**src/rtl/scr1_pipe_mprf_wr_arb_pkg.sv**
```systemverilog
// Shared pipe types for the MPRF write-port arbiter: write request record and grant encoding.
// Build option SCR1_MPRF_WR_ARB_BYPASS_EN (see scr1_pipe_mprf_wr_arb.sv) does not affect this file.
package scr1_pipe_mprf_wr_arb_pkg;

   localparam int SCR1_MPRF_AWIDTH = 5;
   localparam int SCR1_MPRF_DWIDTH = 32;

   typedef struct packed {
      logic [SCR1_MPRF_AWIDTH-1:0] addr;
      logic [SCR1_MPRF_DWIDTH-1:0] data;
   } type_scr1_mprf_wr_req_s;

   typedef enum logic [1:0] {
      IDLE     = 2'd0,
      EXU_GNT  = 2'd1,
      FIFO_GNT = 2'd2
   } type_scr1_wr_arb_gnt_e;

endpackage : scr1_pipe_mprf_wr_arb_pkg

```
**src/rtl/scr1_pipe_mprf_wr_fifo.sv**
```systemverilog
// Pending-load FIFO: pointers, count, full/empty and age-ordered rd compares (waw/rs1/rs2).
// With SCR1_MPRF_WR_ARB_BYPASS_EN defined it also returns the youngest matching entry's data.
module scr1_pipe_mprf_wr_fifo
   import scr1_pipe_mprf_wr_arb_pkg::*;
#(
   parameter int DEPTH  = 2,
   parameter int AWIDTH = SCR1_MPRF_AWIDTH,
   parameter int DWIDTH = SCR1_MPRF_DWIDTH,
   localparam int PW    = $clog2(DEPTH),
   localparam int CW    = $clog2(DEPTH) + 1
) (
   input  logic              clk,
   input  logic              rst_n,
   input  logic              push,
   input  logic [AWIDTH-1:0] push_addr,
   input  logic [DWIDTH-1:0] push_data,
   input  logic              pop,
   input  logic [AWIDTH-1:0] waw_addr,
   input  logic [AWIDTH-1:0] rs1_addr,
   input  logic [AWIDTH-1:0] rs2_addr,
   output logic              empty,
   output logic              full,
   output logic [CW-1:0]     cnt,
   output logic [AWIDTH-1:0] head_addr,
   output logic [DWIDTH-1:0] head_data,
   output logic              waw_hit,
   output logic              rs1_hit,
`ifdef SCR1_MPRF_WR_ARB_BYPASS_EN
   output logic [DWIDTH-1:0] rs1_byp_data,
   output logic [DWIDTH-1:0] rs2_byp_data,
`endif
   output logic              rs2_hit
);

   logic [AWIDTH-1:0] addr_q [DEPTH];
   logic [DWIDTH-1:0] data_q [DEPTH];
   logic [PW-1:0]     wr_ptr;
   logic [PW-1:0]     rd_ptr;
   logic [CW-1:0]     cnt_q;

   // Bit i of each vector refers to the i-th oldest entry (0 = head).
   logic [DEPTH-1:0]  vld_vec;
   logic [DEPTH-1:0]  waw_vec;
   logic [DEPTH-1:0]  rs1_vec;
   logic [DEPTH-1:0]  rs2_vec;
   logic [PW-1:0]     idx;

   always_ff @(posedge clk or negedge rst_n) begin
      if (!rst_n) begin
         wr_ptr <= '0;
         rd_ptr <= '0;
         cnt_q  <= '0;
      end else begin
         if (push) wr_ptr <= wr_ptr + 1'b1;
         if (pop)  rd_ptr <= rd_ptr + 1'b1;
         case ({push, pop})
            2'b10:   cnt_q <= cnt_q + 1'b1;
            2'b01:   cnt_q <= cnt_q - 1'b1;
            default: cnt_q <= cnt_q;
         endcase
      end
   end

   // Storage needs no reset: entries beyond cnt_q are never looked at.
   always_ff @(posedge clk) begin
      if (push) begin
         addr_q[wr_ptr] <= push_addr;
         data_q[wr_ptr] <= push_data;
      end
   end

   always_comb begin
      vld_vec = '0;
      waw_vec = '0;
      rs1_vec = '0;
      rs2_vec = '0;
      idx     = '0;
`ifdef SCR1_MPRF_WR_ARB_BYPASS_EN
      rs1_byp_data = '0;
      rs2_byp_data = '0;
`endif
      for (int i = 0; i < DEPTH; i++) begin
         idx        = rd_ptr + PW'(i);
         vld_vec[i] = (i < int'(cnt_q));
         waw_vec[i] = vld_vec[i] & (waw_addr != '0) & (addr_q[idx] == waw_addr);
         rs1_vec[i] = vld_vec[i] & (rs1_addr != '0) & (addr_q[idx] == rs1_addr);
         rs2_vec[i] = vld_vec[i] & (rs2_addr != '0) & (addr_q[idx] == rs2_addr);
`ifdef SCR1_MPRF_WR_ARB_BYPASS_EN
         // Ascending age order, so the last hit is the youngest writer.
         if (rs1_vec[i]) rs1_byp_data = data_q[idx];
         if (rs2_vec[i]) rs2_byp_data = data_q[idx];
`endif
      end
   end

   assign empty     = (cnt_q == '0);
   assign full      = (cnt_q == CW'(DEPTH));
   assign cnt       = cnt_q;
   assign head_addr = addr_q[rd_ptr];
   assign head_data = data_q[rd_ptr];
   assign waw_hit   = |waw_vec;
   assign rs1_hit   = |rs1_vec;
   assign rs2_hit   = |rs2_vec;

   a_no_overflow:  assert property (@(posedge clk) disable iff (!rst_n) !(push && full));
   a_no_underflow: assert property (@(posedge clk) disable iff (!rst_n) !(pop && empty));

endmodule : scr1_pipe_mprf_wr_fifo

```
**src/rtl/scr1_pipe_mprf_wr_arb.sv**
```systemverilog
// MPRF write-port arbiter between EXU writeback and buffered LSU load returns (WAW-safe).
// Build option SCR1_MPRF_WR_ARB_BYPASS_EN: adds rs1/rs2 bypass ports and ties hzd_stall_o low.
//
// Handshake: an EXU request (exu_wb_vd_i) completes in the cycle exu_wb_rdy_o is high and must be
// held stable until then; an LSU return completes in the cycle lsu_wb_vd_i & lsu_wb_rdy_o.
module scr1_pipe_mprf_wr_arb
   import scr1_pipe_mprf_wr_arb_pkg::*;
#(
   parameter int FIFO_DEPTH = 2,
   parameter int STARVE_MAX = 4,
   parameter int AWIDTH     = SCR1_MPRF_AWIDTH,
   parameter int DWIDTH     = SCR1_MPRF_DWIDTH
) (
   input  logic                          clk,
   input  logic                          rst_n,
   input  logic                          exu_wb_vd_i,
   input  logic [AWIDTH-1:0]             exu_wb_addr_i,
   input  logic [DWIDTH-1:0]             exu_wb_data_i,
   output logic                          exu_wb_rdy_o,
   input  logic                          lsu_wb_vd_i,
   input  logic [AWIDTH-1:0]             lsu_wb_addr_i,
   input  logic [DWIDTH-1:0]             lsu_wb_data_i,
   output logic                          lsu_wb_rdy_o,
   output logic                          mprf_wr_en_o,
   output logic [AWIDTH-1:0]             mprf_wr_addr_o,
   output logic [DWIDTH-1:0]             mprf_wr_data_o,
   input  logic [AWIDTH-1:0]             rs1_addr_i,
   input  logic [AWIDTH-1:0]             rs2_addr_i,
   output logic                          hzd_stall_o,
`ifdef SCR1_MPRF_WR_ARB_BYPASS_EN
   output logic                          rs1_byp_vd_o,
   output logic [DWIDTH-1:0]             rs1_byp_data_o,
   output logic                          rs2_byp_vd_o,
   output logic [DWIDTH-1:0]             rs2_byp_data_o,
`endif
   output logic [$clog2(FIFO_DEPTH):0]   fifo_cnt_o
);

   localparam int SW = $clog2(STARVE_MAX + 1);

   type_scr1_wr_arb_gnt_e gnt;
   logic [SW-1:0]         starve_q;
   logic                  fifo_push;
   logic                  fifo_pop;
   logic                  fifo_empty;
   logic                  fifo_full;
   logic [AWIDTH-1:0]     fifo_head_addr;
   logic [DWIDTH-1:0]     fifo_head_data;
   logic                  waw_hit;
   logic                  rs1_hit;
   logic                  rs2_hit;

   // Loads to x0 are acknowledged but dropped, so the FIFO never holds x0.
   assign fifo_push = lsu_wb_vd_i & ~fifo_full & (lsu_wb_addr_i != '0);
   assign fifo_pop  = (gnt == FIFO_GNT);

   scr1_pipe_mprf_wr_fifo #(
      .DEPTH  (FIFO_DEPTH),
      .AWIDTH (AWIDTH),
      .DWIDTH (DWIDTH)
   ) i_fifo (
      .clk          (clk),
      .rst_n        (rst_n),
      .push         (fifo_push),
      .push_addr    (lsu_wb_addr_i),
      .push_data    (lsu_wb_data_i),
      .pop          (fifo_pop),
      .waw_addr     (exu_wb_addr_i),
      .rs1_addr     (rs1_addr_i),
      .rs2_addr     (rs2_addr_i),
      .empty        (fifo_empty),
      .full         (fifo_full),
      .cnt          (fifo_cnt_o),
      .head_addr    (fifo_head_addr),
      .head_data    (fifo_head_data),
      .waw_hit      (waw_hit),
      .rs1_hit      (rs1_hit),
`ifdef SCR1_MPRF_WR_ARB_BYPASS_EN
      .rs1_byp_data (rs1_byp_data_o),
      .rs2_byp_data (rs2_byp_data_o),
`endif
      .rs2_hit      (rs2_hit)
   );

   // Held idle while rst_n is low so the write strobe drops together with the reset.
   always_comb begin
      gnt = IDLE;
      if (rst_n) begin
         if (!fifo_empty && (!exu_wb_vd_i || (starve_q == SW'(STARVE_MAX)) || waw_hit)) begin
            gnt = FIFO_GNT;
         end else if (exu_wb_vd_i) begin
            gnt = EXU_GNT;
         end
      end
   end

   always_comb begin
      mprf_wr_en_o   = 1'b0;
      mprf_wr_addr_o = '0;
      mprf_wr_data_o = '0;
      case (gnt)
         FIFO_GNT: begin
            mprf_wr_en_o   = 1'b1;
            mprf_wr_addr_o = fifo_head_addr;
            mprf_wr_data_o = fifo_head_data;
         end
         EXU_GNT: begin
            mprf_wr_en_o   = (exu_wb_addr_i != '0);
            mprf_wr_addr_o = exu_wb_addr_i;
            mprf_wr_data_o = exu_wb_data_i;
         end
         default: ;
      endcase
   end

   assign exu_wb_rdy_o = ~(exu_wb_vd_i & (gnt == FIFO_GNT));
   assign lsu_wb_rdy_o = ~fifo_full;

   // Counts cycles a waiting load loses to EXU; reaching STARVE_MAX forces the FIFO through.
   always_ff @(posedge clk or negedge rst_n) begin
      if (!rst_n) begin
         starve_q <= '0;
      end else if (fifo_empty || (gnt == FIFO_GNT)) begin
         starve_q <= '0;
      end else if ((gnt == EXU_GNT) && (starve_q != SW'(STARVE_MAX))) begin
         starve_q <= starve_q + 1'b1;
      end
   end

`ifdef SCR1_MPRF_WR_ARB_BYPASS_EN
   assign hzd_stall_o  = 1'b0;
   assign rs1_byp_vd_o = rs1_hit;
   assign rs2_byp_vd_o = rs2_hit;
`else
   // The entry being popped still stalls: its MPRF write lands on the next edge.
   assign hzd_stall_o  = rs1_hit | rs2_hit;
`endif

endmodule : scr1_pipe_mprf_wr_arb

```
**config.mk**
```make
export PLATFORM = sky130hd
export DESIGN_NAME = scr1_pipe_mprf_wr_arb
export DESIGN_NICKNAME = d
export VERILOG_FILES = /design/src/rtl/scr1_pipe_mprf_wr_arb_pkg.sv /design/src/rtl/scr1_pipe_mprf_wr_fifo.sv /design/src/rtl/scr1_pipe_mprf_wr_arb.sv
export SDC_FILE = /design/constraint.sdc
export NUM_CORES = 1
export LEC_CHECK = 0
export BUFFER_PORTS_ARGS = -buffer_cell sky130_fd_sc_hd__buf_2
export CAP_MARGIN = 5
export CORE_UTILIZATION = 50
export CTS_BUF_LIST = sky130_fd_sc_hd__clkbuf_16
export CTS_CLUSTER_SIZE = 30
export DETAILED_ROUTE_END_ITERATION = 16
export PLACE_DENSITY = 0.79
export SYNTH_ARGS = -nofsm -noshare
export SYNTH_HDL_FRONTEND = slang
export SYNTH_SLANG_ARGS = --single-unit
```
**constraint.sdc**
```tcl
create_clock -name clk -period 11.7 [get_ports clk]
set_input_delay 2.925 -clock clk [delete_from_list [all_inputs] [get_ports clk]]
set_output_delay 2.925 -clock clk [all_outputs]
set_load 0.02 [all_outputs]
```
# --- Word-level counts from Yosys, hierarchy flattened ---
# Memories as Yosys holds them, arrays and structs flattened.
# Cells that the tools add are included.
totals:
  ff_bits: 7
  ram_bits: 74
  inputBits: 88
  output_inout_bits: 43
  elab_cells: 72
  memories: 2
op_classes:
  n_addsub: 5
  n_lt_le_gt_ge: 2
  n_eq_ne: 13
  n_mux: 11
  bitwise_logic: 18
  reduce_logical: 17
mem_list:
  columns: ["memory", "depth", "word_bits", "read_ports", "rd_clocked_by_memory_dff", "wr", "line", "source"]
  rows:
  - ["i_fifo.data_q", 2, 32, 1, 0, 1, "scr1_pipe_mprf_wr_fifo.sv:36", "logic [DWIDTH-1:0] data_q [DEPTH];"]
  - ["i_fifo.addr_q", 2, 5, 2, 0, 1, "scr1_pipe_mprf_wr_fifo.sv:35", "logic [AWIDTH-1:0] addr_q [DEPTH];"]
ops:
  columns: ["operator", "n"]
  rows:
  - ["32-bit one-hot mux with 2 select lines", 1]
  - ["5-bit == test", 6]
  - ["5-bit nonzero test", 4]
  - ["1-bit AND", 15]
  - ["5-bit one-hot mux with 2 select lines", 1]
  - ["2-bit == test (second input constant)", 3]
  - ["3-bit 2-to-1 mux", 2]
  - ["2-bit OR reduction", 3]
  - ["2-bit by 1-bit == test with 1-bit output (second input constant)", 2]
  - ["1-bit by 2-bit less-than comparator with 1-bit output (first input constant)", 2]
  - ["2-bit 2-to-1 mux", 2]
  - ["2-bit one-hot mux with 2 select lines", 1]
  - ["2-bit nonzero test", 2]
  - ["3-bit by 1-bit adder with 3-bit output (second input constant)", 1]
  - ["3-bit == test (second input constant)", 1]
  - ["1-bit logical OR", 3]
  - ["1-bit 2-to-1 mux", 3]
  - ["3-bit inequality test (second input constant)", 1]
  - ["1-bit adder (second input constant)", 2]
  - ["2-bit by 1-bit adder with 2-bit output (second input constant)", 1]
  - ["1-bit logical AND", 2]
  - ["1-bit zero test", 2]
  - ["2-bit zero test", 1]
  - ["1-bit inverter", 2]
  - ["3 further kinds", 3]

# --- Longest topological paths before layout ---
# Gate-level depths: netlist of run 1.
# An unclocked memory read counts as a cell.
depth:
  depth_word: 13
  mapped_depth: 12
  ltp_nobuf: 11

# --- Hierarchy ---
# Synthesis of run 1 repeated with hierarchy kept, for this count alone.
hier_totals:
  hier_cells: 322
  hier_area_um2: 4149.0
by_module_without_submodules:
  columns: ["mod", "instances", "cells_each", "area_per_inst_um2", "seq_area_each_um2"]
  rows:
  - ["scr1_pipe_mprf_wr_fifo", 1, 197, 3360.7, 2322.2]
  - ["scr1_pipe_mprf_wr_arb", 1, 125, 788.3, 75.1]

# --- Worst setup path after synthesis of run 1 ---
# No wires, ideal clock.
synth_timing:
  path_kind: "input to output"
  startpoint: "input port exu_wb_addr_i[1]"
  endpoint: "output port mprf_wr_en_o"
  t_arrival_ns: 5.320
  setup_slack_ns: 3.455
  stages: 10
  n_path_buf: 2
  cell_sequence: "or4_1 > o21bai_1 > nor4_1 > and3_1 > nor3_1 > ha_1 > clkbuf_1 > clkbuf_1 > o21ai_0 > a21oi_1"
synth_between:
  elab_chain_len: 10
  word_cells_on_any_way: 15
  cone_classes: "eq/ne (4); mux (3); bitwise (4); reduce/logical (4)"
synth_rtl:
  columns: ["element", "line", "source"]
  rows:
  - ["start, declared", "scr1_pipe_mprf_wr_arb.sv:17", "input logic [AWIDTH-1:0] exu_wb_addr_i,"]
  - ["5-bit nonzero test", "scr1_pipe_mprf_wr_fifo.sv:85, scr1_pipe_mprf_wr_arb.sv:108", null]
  - ["1-bit AND (2 in a row)", "scr1_pipe_mprf_wr_fifo.sv:85", "waw_vec[i] = vld_vec[i] & (waw_addr != '0) & (addr_q[idx] == waw_addr);"]
  - ["2-bit OR reduction", "scr1_pipe_mprf_wr_fifo.sv:101", "assign waw_hit = |waw_vec;"]
  - ["1-bit logical OR", "scr1_pipe_mprf_wr_arb.sv:89", "if (!fifo_empty && (!exu_wb_vd_i || (starve_q == SW'(STARVE_MAX)) || waw_hit)) begin"]
  - ["1-bit logical AND", "scr1_pipe_mprf_wr_arb.sv:89", null]
  - ["2-bit 2-to-1 mux", "scr1_pipe_mprf_wr_arb.sv:89", null]
  - ["2-bit 2-to-1 mux", "scr1_pipe_mprf_wr_arb.sv:88", "if (rst_n) begin"]
  - ["2-bit by 1-bit == test with 1-bit output or 2-bit == test (tied branches)", "scr1_pipe_mprf_wr_arb.sv:101", "case (gnt)"]
  - ["1-bit one-hot mux with 2 select lines (*)", "scr1_pipe_mprf_wr_arb.sv:101", null]
  - ["end, declared", "scr1_pipe_mprf_wr_arb.sv:24", "output logic mprf_wr_en_o,"]
# Every way passes the cells marked *; elsewhere a longest branch is shown, timed or not.

# --- Worst setup path in the final report of run 1 ---
layout_timing:
  startpoint: "input port exu_wb_addr_i[1]"
  endpoint: "output port mprf_wr_addr_o[3]"
layout_between:
  elab_chain_len: 10
  word_cells_on_any_way: 15
  cone_classes: "eq/ne (4); mux (3); bitwise (4); reduce/logical (4)"
layout_rtl:
  columns: ["element", "line", "source"]
  rows:
  - ["5-bit nonzero test", "scr1_pipe_mprf_wr_fifo.sv:85", null]
  - ["1-bit AND (2 in a row)", "scr1_pipe_mprf_wr_fifo.sv:85", null]
  - ["2-bit OR reduction (*)", "scr1_pipe_mprf_wr_fifo.sv:101", null]
  - ["1-bit logical OR (*)", "scr1_pipe_mprf_wr_arb.sv:89", null]
  - ["1-bit logical AND (*)", "scr1_pipe_mprf_wr_arb.sv:89", null]
  - ["2-bit 2-to-1 mux (*)", "scr1_pipe_mprf_wr_arb.sv:89", null]
  - ["2-bit 2-to-1 mux (*)", "scr1_pipe_mprf_wr_arb.sv:88", null]
  - ["2-bit by 1-bit == test with 1-bit output or 2-bit == test (tied branches)", "scr1_pipe_mprf_wr_arb.sv:101", null]
  - ["5-bit one-hot mux with 2 select lines (*)", "scr1_pipe_mprf_wr_arb.sv:101", null]
  - ["end, declared", "scr1_pipe_mprf_wr_arb.sv:25", "output logic [AWIDTH-1:0] mprf_wr_addr_o,"]
# Marks and branches as above.

==> results.yml, run 1 <==
floorplanning:
  core.rowCount: 32
  die-area_sq_mm: 0.00852
  floorplan.die.width_um: 92.3
  die-height_um: 92.3
  start_util_pct: 52.2
  ioPinCount: 131
  core_sq_mm: 0.00781
cells_and_area:
  layout-area-overhead-vs-synth_pct: 26.2
  antenna_cells: 0
  final_layout_size_suffix_gt1_share_pct: 41.4
  finish.net_count: 540
run_status:
  run_status: "finished, final reports clean"
timing:
  final_period_util_pct: 74.4
  fin_tns_setup_ns: 0
  min_period_ns: 8.70
  rsz0062_at_grt: "false"
  timing.final.setup_violations: 0
  hold_ws_ns: 0.544
  drv_slew: 0
  timing_worst_slew_pin_value_ns: 1.09
  skew_ns: 0.00474
  max_freq_ghz: 0.115
  final_hold_viol_count: 0
  maxSlewHeadroom_pct: 27.1
setup_path:
  worstPathArrival_ns: 5.77
  startpoint_type: "input pin"
  crit_type: "in -> out"
  crit_path_end_kind: "output port"
  crit_path_max_fanout: 22
  critical_path_required_ns: 8.78
power_and_ir_drop:
  comb_power_share_pct: 33.6
  p_per_area_mw_per_mm2: 218
  ir_worst_vdd_v: 0.000105
  leakagePower_nw: 2.06
  power.internal_uw: 749
  switchingPower_uw: 372
  sw_frac_of_total_pct: 33.2
  seq_power_share_pct: 40.1
  clock_power_share_pct: 26.3
synthesis:
  synth_area_sq_mm: 0.00408
  syn_area_cell_sq_um: 12.9
  synth_top_cells_by_area: "edfxtp_1 (55%), mux2_2 (8.6%), a22oi_1 (5.7%)"
  yosys_register_bits: 81
  postSynthCellCount: 315
  synth.top_cell.area_share_pct: 54.5
  seq_area_frac_synth_pct: 58.8
  synth-warning-count: 0
  synth_top_cell_by_area: "edfxtp_1"
  syn_nets: 412
  synth.distinct_cells: 33
clock_network:
  cts_tree: "built"
  cts.path.max_buffers: 2
  inserted_clock_buffers: 9
  worstSkewPairLatency_ns: 0.32
  clkSinkCount: 81
  clkSlewWorstSetupHoldPaths_ns: 0.06
  hold_buffers: 0
  cts_post_setup_buffers_inserted: 0
  h-tree-depth: 3
  post_cts_resize_count: 0
  cts-root-buf: "clkbuf_16"
routing:
  initial_drt_markers: 139
  totalWireLength_mm: 8.86
  vias: 3007
  detail_route_antenna_nets: 0
  first_pass_iters: 4
  drt-vias-per-instance: 5.48
  routedWlPerCell_um: 16.1
  drc: 0
hold_path:
  min_path_type: "reg -> reg"
grt:
  initial_antenna_violation_count: 0
  grt_max_degree: 44
  global_route_wire_length_before_repair_mm: 14.0
  grt_overflow_total: 0
  grt_pass1_vias: 2897
  grtUsageTotal_pct: 21.8
placement:
  port_buffers: 130
  gp_congestion: 0.879
  dpl.hpwl_mm: 6.03
run:
  timing.max_cap.violations: 0
[path summary, 6_finish.rpt]
| check | startpoint | end | slack, ns | cells past startpoint |
|---|---|---|---|---|
| worst min-delay path | i_fifo.cnt[0] | i_fifo.cnt[0] | 0.54 | 1 |
| worst min register to register | i_fifo.cnt[0] | i_fifo.cnt[0] | 0.54 | 1 |
| worst max register to register | i_fifo.rd_ptr | starve_q[2] | 7.86 | 10 |
| max in group asynchronous | rst_n | i_fifo.rd_ptr | 9.07 | 1 |
| worst max-delay path | exu_wb_addr_i[1] | mprf_wr_addr_o[3] | 3.00 | 12 |
| min in group asynchronous | rst_n | i_fifo.cnt[0] | 2.44 | 1 |
[stage by stage]
| step | std cells | power (mW) | utilization (%) | cell area (sq um) | worst slack (ns) |
|---|---|---|---|---|---|
| after detailed placement | 534 | 0.831 | 61.8 | 4820 | 3.01 |
| after global routing | 549 | 1.18 | 65.8 | 5140 | 2.75 |
| after floorplan | 315 | 0.724 | - | 4080 | 3.46 |
| after global placement | 534 | 0.821 | 61.8 | 4820 | 3.03 |
| final | 549 | 1.12 | 65.8 | 5140 | 3.00 |
| after CTS | 549 | 1.13 | 65.8 | 5140 | 2.99 |
[layout make-up]
cell class                      count  area (sq um)
Clock buffer                        9           225
Clock inverter                      6          92.6
Fill cell                         604          2670
Inverter                            7          26.3
Multi-Input combinational cell    211          1600
Sequential cell                    81          2400
Tap cell                          102           128
Timing Repair Buffer              133           673
[logic make-up after synthesis]
| group | count (synthesis) | synth area share (%) |
|---|---|---|
| flip-flops | 81 | 58.8 |
| AND/OR/NAND/NOR | 75 | 8.60 |
| AO/OA/AOI/OAI | 51 | 8.63 |
| multiplexers | 42 | 11.5 |
| XOR/XNOR | 34 | 7.31 |
| buffers and inverters | 23 | 2.33 |
| adder cells (fa/ha/maj) | 9 | 2.76 |
[sequential cells by signal, indices dropped and copies added, names as in the netlist]
| signal | flops |
|---|---|
| i_fifo.addr_q | 10 |
| i_fifo.cnt | 2 |
| i_fifo.data_q | 64 |
| i_fifo.rd_ptr | 1 |
| i_fifo.wr_ptr | 1 |
| starve_q | 3 |
[metal layers]
layer / vias to the layer above / global-route usage (%) / share of wire [%]
li1: 1436 / - / -
met1: 1426 / 28.0 / 43
met2: 136 / 36.4 / 49
met3: 9 / 4.06 / 6.6
met4: 0 / 8.85 / 1.1
met5: - / 0 / 0
[worst max-delay path, cell delays in order]
cell and delay [ns]:
buf_2 0.13, or4_1 0.54, o21bai_1 0.17, nor4_1 0.08
and3_1 0.21, nor3_1 0.20, ha_1 0.65, buf_4 0.39
nand2_1 0.08, o21ai_0 0.09, nor2b_1 0.14, buf_2 0.16
[cells in the final DEF (no fill, tap or decap), types with 6 or more instances in the layout]
cell type,Yosys,final
or4_1,6,6
xnor2_1,20,20
mux2_2,31,31
inv_1,7,7
clkbuf_16,0,9
xor2_1,14,14
mux2i_1,8,8
ha_1,9,9
nand2_1,11,11
edfxtp_1,74,74
a21oi_1,6,6
buf_2,1,130
nor2_1,37,35
a22oi_1,31,31
o21ai_0,8,8
dfrtp_1,7,6
[power by group through the flow]
stage | registers [mW] | clock network, mW | logic [mW]
2_1_floorplan | 0.422 | 0 | 0.302
5_1_grt | 0.460 | 0.312 | 0.410
3_3_place_gp | 0.451 | 0 | 0.370
6_report | 0.450 | 0.295 | 0.376
3_5_place_dp | 0.456 | 0 | 0.375
4_1_cts | 0.451 | 0.299 | 0.378
[Yosys cell counts (all sizes together)]
cell type / n
o221ai: 1
inv: 7
edfxtp: 74
or4: 6
a22oi: 31
o21a: 1
nand4: 2
a21oi: 6
mux2: 31
nand2b: 1
and2: 1
nor2b: 5
a21o: 1
and3: 1
a2111oi: 1
dfrtp: 7
clkbuf: 11
ha: 9
xor2: 14
nand2: 11
o21ai: 8
buf: 5
o211ai: 1
nor4: 5
xnor2: 20
nor2: 37
mux2i: 11
nor3: 5
o21bai: 1
or3: 1
Note: power is estimated with default switching activity, not from simulation.
==> run 2: changes to the inputs <==
--- a/config.mk
+++ b/config.mk
@@ -7,11 +7,11 @@
 export LEC_CHECK = 0
 export BUFFER_PORTS_ARGS = -buffer_cell sky130_fd_sc_hd__buf_2
 export CAP_MARGIN = 5
-export CORE_UTILIZATION = 50
+export CORE_UTILIZATION = 46
 export CTS_BUF_LIST = sky130_fd_sc_hd__clkbuf_16
 export CTS_CLUSTER_SIZE = 30
 export DETAILED_ROUTE_END_ITERATION = 16
-export PLACE_DENSITY = 0.79
+export PLACE_DENSITY = 0.76
 export SYNTH_ARGS = -nofsm -noshare
 export SYNTH_HDL_FRONTEND = slang
 export SYNTH_SLANG_ARGS = --single-unit
==> constraint.sdc (replaced) <==
create_clock -name clk -period 7.74 [get_ports clk]
set_input_delay 1.935 -clock clk [delete_from_list [all_inputs] [get_ports clk]]
set_output_delay 1.935 -clock clk [all_outputs]
set_load 0.02 [all_outputs]
==> run 2 against run 1 <==
Against the previous run:
- core utilization decreased by 4.4 points
- critical path depth is 1 lower
- die area rose by 8.5%
- via count up 0.33%
- power increased by 52%
- final cell count is 0.73% higher
- sequential power rose by 50%
- register-to-register slack got worse by 3.9 ns
- non-clock buffer count stayed put
- first-iteration DRC count down 0.72%
- clock power is 54% higher
- critical path type unchanged
- critical endpoint is now mprf_wr_data_o[1]
==> results.yml, run 2 (synthesis results as in run 1) <==
clock_network:
  h-tree-depth: 3
  clkSinkCount: 81
  cts_post_setup_buffers_inserted: 0
  worstSkewPairLatency_ns: 0.33
  inserted_clock_buffers: 9
  clkSlewWorstSetupHoldPaths_ns: 0.06
  hold_buffers: 0
  cts.path.max_buffers: 2
  cts-root-buf: "clkbuf_16"
  cts_tree: "built"
  post_cts_resize_count: 0
grt:
  grt_max_degree: 44
  initial_antenna_violation_count: 0
  grt_pass1_vias: 2824
  grtUsageTotal_pct: 20.4
  global_route_wire_length_before_repair_mm: 13.7
  grt_overflow_total: 0
floorplanning:
  floorplan.die.width_um: 96.1
  start_util_pct: 48.6
  die-area_sq_mm: 0.00924
  ioPinCount: 131
  die-height_um: 96.1
  core_sq_mm: 0.00838
  core.rowCount: 33
cells_and_area:
  sequential_cell_area_sq_mm: 0.00240
  registers_with_the_most_flip_flops: "i_fifo.data_q (64), i_fifo.addr_q (10), starve_q (3)"
  layout_commonest_cell: "buf_2"
  regMostFlops: "i_fifo.data_q"
  fill_cells: 652
  layout.core_utilization_pct: 61.5
  layout-area-overhead-vs-synth_pct: 26.5
  final_layout_size_suffix_gt1_share_pct: 41.3
  number_of_flip_flops_in_the_largest_register: 64
  finish.net_count: 540
  most-common-layout-cells: "buf_2 (130), edfxtp_1 (74), nor2_1 (35)"
  antenna_cells: 0
  multi_input_area_sq_mm: 0.00160
timing:
  timing.final.setup_violations: 0
  final_period_util_pct: 87.5
  drv_slew: 0
  final_hold_viol_count: 0
  maxSlewHeadroom_pct: 26.1
  max_freq_ghz: 0.148
  fin_tns_setup_ns: 0
  min_period_ns: 6.77
  rsz0062_at_grt: "false"
  skew_ns: 0.00653
  timing_worst_slew_pin_value_ns: 1.11
run_status:
  run_status: "finished, final reports clean"
routing:
  drt-vias-per-instance: 5.46
  vias: 3017
  totalWireLength_mm: 8.90
  first_pass_iters: 5
  detail_route_antenna_nets: 0
  routedWlPerCell_um: 16.1
  initial_drt_markers: 138
  drc: 0
setup_path:
  worst-path-buf-inv: 3
  crit_reg_reg_startpoint: "i_fifo.rd_ptr"
  crit_path_max_fanout: 24
  cp_top_family: "simple AND/OR/NAND/NOR gates"
  worst_setup_path_startpoint: "exu_wb_addr_i[1]"
  path_common_cell: "buf_2"
  critical_path_depth_in_cells: 11
  reg2reg_depth: 11
  critical_path_required_ns: 5.81
  worst_setup_path_endpoint: "mprf_wr_data_o[1]"
  crit_path_end_kind: "output port"
  critical-path-slowest-cell: "ha_1"
  worstPathArrival_ns: 4.83
  crit_type: "in -> out"
  critical_path.max_stage_delay_ns: 0.57
  regToRegEndpoint: "starve_q[2]"
  crit_chain: "buf_2 -> or4_1 -> o21bai_1 -> nor4_1 -> and3_1 -> or3_1 -> ha_1 -> buf_4 -> a22oi_1 -> nor2_1 -> buf_2"
  startpoint_type: "input pin"
  reg2reg_setup_slack_ns: 3.94
placement:
  gp_congestion: 0.916
  port_buffers: 130
  dpl.hpwl_mm: 6.11
run:
  timing.max_cap.violations: 0
power_and_ir_drop:
  p_per_area_mw_per_mm2: 331
  leakagePower_nw: 2.08
  ir_worst_vdd_v: 0.000167
hold_path:
  min_path_type: "reg -> reg"
[run 2: cell count changes in the layout (fill, tap and decap cells not counted)]
cell	delta
inv_8	+1
clkinvlp_4	-2
clkinv_4	+1
clkinv_1	+1
[run 2: worst min-delay path by stage]
stage                        startpoint  slack, ns       endpoint  cells past startpoint
after detailed placement  i_fifo.cnt[0]       0.53  i_fifo.cnt[0]                      1
after global routing      i_fifo.cnt[0]       0.56  i_fifo.cnt[0]                      1
after global placement    i_fifo.cnt[0]       0.52  i_fifo.cnt[0]                      1
final                     i_fifo.cnt[0]       0.53  i_fifo.cnt[0]                      1
after floorplan           i_fifo.wr_ptr       0.47  i_fifo.wr_ptr                      1
after CTS                 i_fifo.cnt[0]       0.54  i_fifo.cnt[0]                      1
[run 2: where the power goes]
part           internal [mW]  switching [mW]  total, mW
sequential             0.597          0.0808      0.677
combinational          0.253           0.319      0.572
clock                  0.286           0.169      0.455
total                   1.13           0.569       1.70
[run 2: cell type report]
class                           instances  area share [%]
Timing Repair Buffer                  133            13.1
Clock buffer                            9            4.37
Sequential cell                        81            46.5
Multi-Input combinational cell        211            31.0
Clock inverter                          7            1.97
Inverter                                7           0.510
Tap cell                              105            2.55
[run 2: routing by layer]
metal	wire (um)	vias up	track usage (%)	share of wire, %
li1	-	1437	-	-
met1	3830	1425	25.5	43
met2	4340	147	34.0	49
met3	678	8	4.50	7.6
met4	54	0	9.08	0.61
met5	0	-	0	0
[run 2: through the flow]
stage                     setup WS, ns  hold slack [ns]  instance area, sq um  std cells  total power [mW]
after global routing             0.823            0.562                  5150        553              1.80
after floorplan                   1.48            0.468                  4080        315              1.09
after global placement            1.09            0.517                  4830        537              1.25
after CTS                        0.978            0.544                  5150        553              1.72
final                            0.971            0.534                  5150        553              1.70
after detailed placement         0.993            0.533                  4830        537              1.26
[run 2: worst register-to-register path: stages, from the launching register on]
cell and delay, ns:
dfrtp_2 1.06, mux2i_1 0.63, xnor2_1 0.19, nor4_1 0.07, and3_1 0.22, nor3_1 0.20, ha_1 0.33, buf_4 0.38
and2_1 0.28, nand2_1 0.09, xor2_1 0.15, nor3_1 0.12
==> run 3: changes to the inputs <==
--- a/config.mk
+++ b/config.mk
@@ -14,4 +14,5 @@
 export PLACE_DENSITY = 0.76
 export SYNTH_ARGS = -nofsm -noshare
 export SYNTH_HDL_FRONTEND = slang
+export SYNTH_HIERARCHICAL = 1
 export SYNTH_SLANG_ARGS = --single-unit
==> run 3 against run 2 <==
Against the previous run:
- flip-flop and latch count unchanged
- critical path depth is 3 higher
- clock power shrank 17%
- final cell count increased by 1.8%
- synthesized cell count is 2.2% higher
- register-to-register slack improved by 0.19 ns
- critical path type unchanged
- largest power group unchanged
- sequential share of layout area fell by 0.10 points
- clock skew down 0.0031 ns
- worst hold slack got worse by 0.0046 ns
- wire length up 5.3%
- power down 1.0%
==> results.yml, run 3 <==
floorplanning:
  ioPinCount: 131
  die-area_sq_mm: 0.00940
  start_util_pct: 47.6
  die-height_um: 97.0
  floorplan.die.width_um: 97.0
  core_sq_mm: 0.00872
  core.rowCount: 34
setup_path:
  critical_path_required_ns: 5.81
  worstPathArrival_ns: 4.65
  startpoint_type: "input pin"
  crit_path_max_fanout: 24
  cp_top_family: "simple AND/OR/NAND/NOR gates"
  critical_path.max_stage_delay_ns: 0.74
  worst-path-buf-inv: 3
  crit_path_end_kind: "output port"
  crit_chain: "buf_2 -> nor4_1 -> nor2_1 -> mux2i_1 -> or4_1 -> o41ai_1 -> a21oi_1 -> nand2_1 -> nand3b_1 -> ha_1 -> buf_4 -> a22oi_1 -> nor2_1 -> buf_2"
  critical-path-slowest-cell: "ha_1"
  crit_type: "in -> out"
placement:
  place_worst_setup_slack_ns: 1.20
  dpl.hpwl_mm: 6.67
  port_buffers: 130
  gp_congestion: 0.788
power_and_ir_drop:
  clock_power_share_pct: 22.4
  switchingPower_uw: 612
  power.internal_mw: 1.08
  p_per_area_mw_per_mm2: 327
  comb_power_share_pct: 38.8
  seq_power_share_pct: 38.9
  leakagePower_nw: 2.11
  ir_worst_vdd_v: 0.000172
  sw_frac_of_total_pct: 36.3
routing:
  vias: 3073
  routedWlPerCell_um: 16.7
  drc: 0
  first_pass_iters: 4
  detail_route_antenna_nets: 0
  totalWireLength_mm: 9.38
  drt-vias-per-instance: 5.46
  initial_drt_markers: 112
clock_network:
  cts_post_setup_buffers_inserted: 0
  clkSinkCount: 81
  hold_buffers: 0
  clkSlewWorstSetupHoldPaths_ns: 0.06
  inserted_clock_buffers: 9
  post_cts_resize_count: 0
  cts.path.max_buffers: 2
  h-tree-depth: 3
  cts-root-buf: "clkbuf_16"
  worstSkewPairLatency_ns: 0.32
  cts_tree: "built"
grt:
  global_route_wire_length_before_repair_mm: 14.9
  grt_overflow_total: 0
  initial_antenna_violation_count: 0
  grtUsageTotal_pct: 20.4
  grt_max_degree: 39
  grt_pass1_vias: 3106
timing:
  final_hold_viol_count: 0
  min_period_ns: 6.58
  post-route-worst-setup-slack_ns: 1.16
  drv_slew: 0
  final_period_util_pct: 85.1
  skew_ns: 0.00344
  rsz0062_at_grt: "false"
  timing.final.setup_violations: 0
  fin_tns_setup_ns: 0
  timing_worst_slew_pin_value_ns: 1.14
  max_freq_ghz: 0.152
  maxSlewHeadroom_pct: 23.9
  hold_ws_ns: 0.529
synthesis:
  syn_nets: 419
  syn_area_cell_sq_um: 12.9
  yosys_register_bits: 81
  ys_async_sr_fraction_pct: 8.64
  synth.top_cell.area_share_pct: 53.6
  postSynthCellCount: 322
  synth_area_sq_mm: 0.00415
  synth-edff-count: 74
  synth.distinct_cells: 39
  synth-warning-count: 6
  seq_area_frac_synth_pct: 57.8
  synth.cells.most_frequent: "edfxtp_1 (74), nor2_1 (44), a22oi_1 (37)"
  synth-main-ff-cell: "edfxtp_1"
  synth_top_cells_by_area: "edfxtp_1 (54%), a22oi_1 (6.7%), mux2_1 (6.2%)"
  synth_most_common_cell: "edfxtp_1"
  synth_top_cell_by_area: "edfxtp_1"
cells_and_area:
  final_layout_size_suffix_gt1_share_pct: 36.7
  fill_cells: 710
  most-common-layout-cells: "buf_2 (130), edfxtp_1 (74), nor2_1 (43)"
  registers_with_the_most_flip_flops: "i_fifo/data_q (64), i_fifo/addr_q (10), starve_q (3)"
  antenna_cells: 0
  layout.core_utilization_pct: 59.2
  number_of_flip_flops_in_the_largest_register: 64
  finish.net_count: 547
  layout-area-overhead-vs-synth_pct: 24.5
  layout_commonest_cell: "buf_2"
  regMostFlops: "i_fifo/data_q"
run_status:
  run_status: "finished, final reports clean"
run:
  timing.max_cap.violations: 0
hold_path:
  min_path_type: "reg -> reg"
## run 3: power by group through the flow
| stage | Clock (mW) | Sequential (mW) | Combinational [mW] |
|---|---|---|---|
| after global placement | 0 | 0.659 | 0.645 |
| after floorplan | 0 | 0.642 | 0.494 |
| after global routing | 0.404 | 0.667 | 0.716 |
| after detailed placement | 0 | 0.666 | 0.658 |
| after CTS | 0.386 | 0.657 | 0.661 |
| final | 0.378 | 0.655 | 0.654 |
## run 3: cells by family after synthesis
family                     synth area share [%]
muxes                                      12.3
xor gates and xnor gates                   6.33
adders and majority gates                  2.71
DFF                                        57.8
and+or+nand+nor                            8.47
AOI/OAI and AO/OA                          9.14
buffers and inverters                      3.29
## run 3: path summary, 6_finish.rpt
kind / from / endpoint / slack [ns] / cells past startpoint
worst max register to register: i_fifo/rd_ptr / starve_q[1] / 4.13 / 11
max in group asynchronous: rst_n / i_fifo/rd_ptr / 6.07 / 1
worst min-delay path: i_fifo/cnt[0] / i_fifo/cnt[0] / 0.53 / 1
min in group asynchronous: rst_n / i_fifo/cnt[0] / 1.46 / 1
worst max-delay path: exu_wb_addr_i[0] / mprf_wr_data_o[23] / 1.16 / 14
worst min register to register: i_fifo/cnt[0] / i_fifo/cnt[0] / 0.53 / 1
## run 3: worst register-to-register path: cells and delay by family, from the launching register on
family	cells	cell delay, ns
adders and majority gates	1	0.74
AOI/OAI and AO/OA	3	0.73
xor gates and xnor gates	1	0.17
DFF	1	0.66
muxes	2	0.78
and+or+nand+nor	4	0.40
## run 3: through the flow
stage	instance area, sq um	cells	total power, mW
global route	5160	563	1.79
CTS	5160	563	1.70
floorplan	4150	322	1.14
global placement	4890	547	1.30
detailed placement	4890	547	1.32
finish	5160	563	1.69
## run 3: cell type report
cell class / count / area, sq um / area share [%]
Timing Repair Buffer: 135 / 688 / 13.3
Inverter: 13 / 48.8 / 0.945
Clock inverter: 7 / 45.0 / 0.872
Multi-Input combinational cell: 210 / 1620 / 31.4
Clock buffer: 9 / 225 / 4.36
Sequential cell: 81 / 2400 / 46.4
Tap cell: 108 / 135 / 2.62
## run 3: layer usage
metal  vias to the layer above  wire (um)  part of all wire, %  track usage (%)
li1                       1468          -                    -                -
met1                      1491       3850                   41             23.3
met2                       104       4840                   52             36.6
met3                        10        546                  5.8             5.06
met4                         0        146                  1.6             7.58
met5                         -          0                    0                0
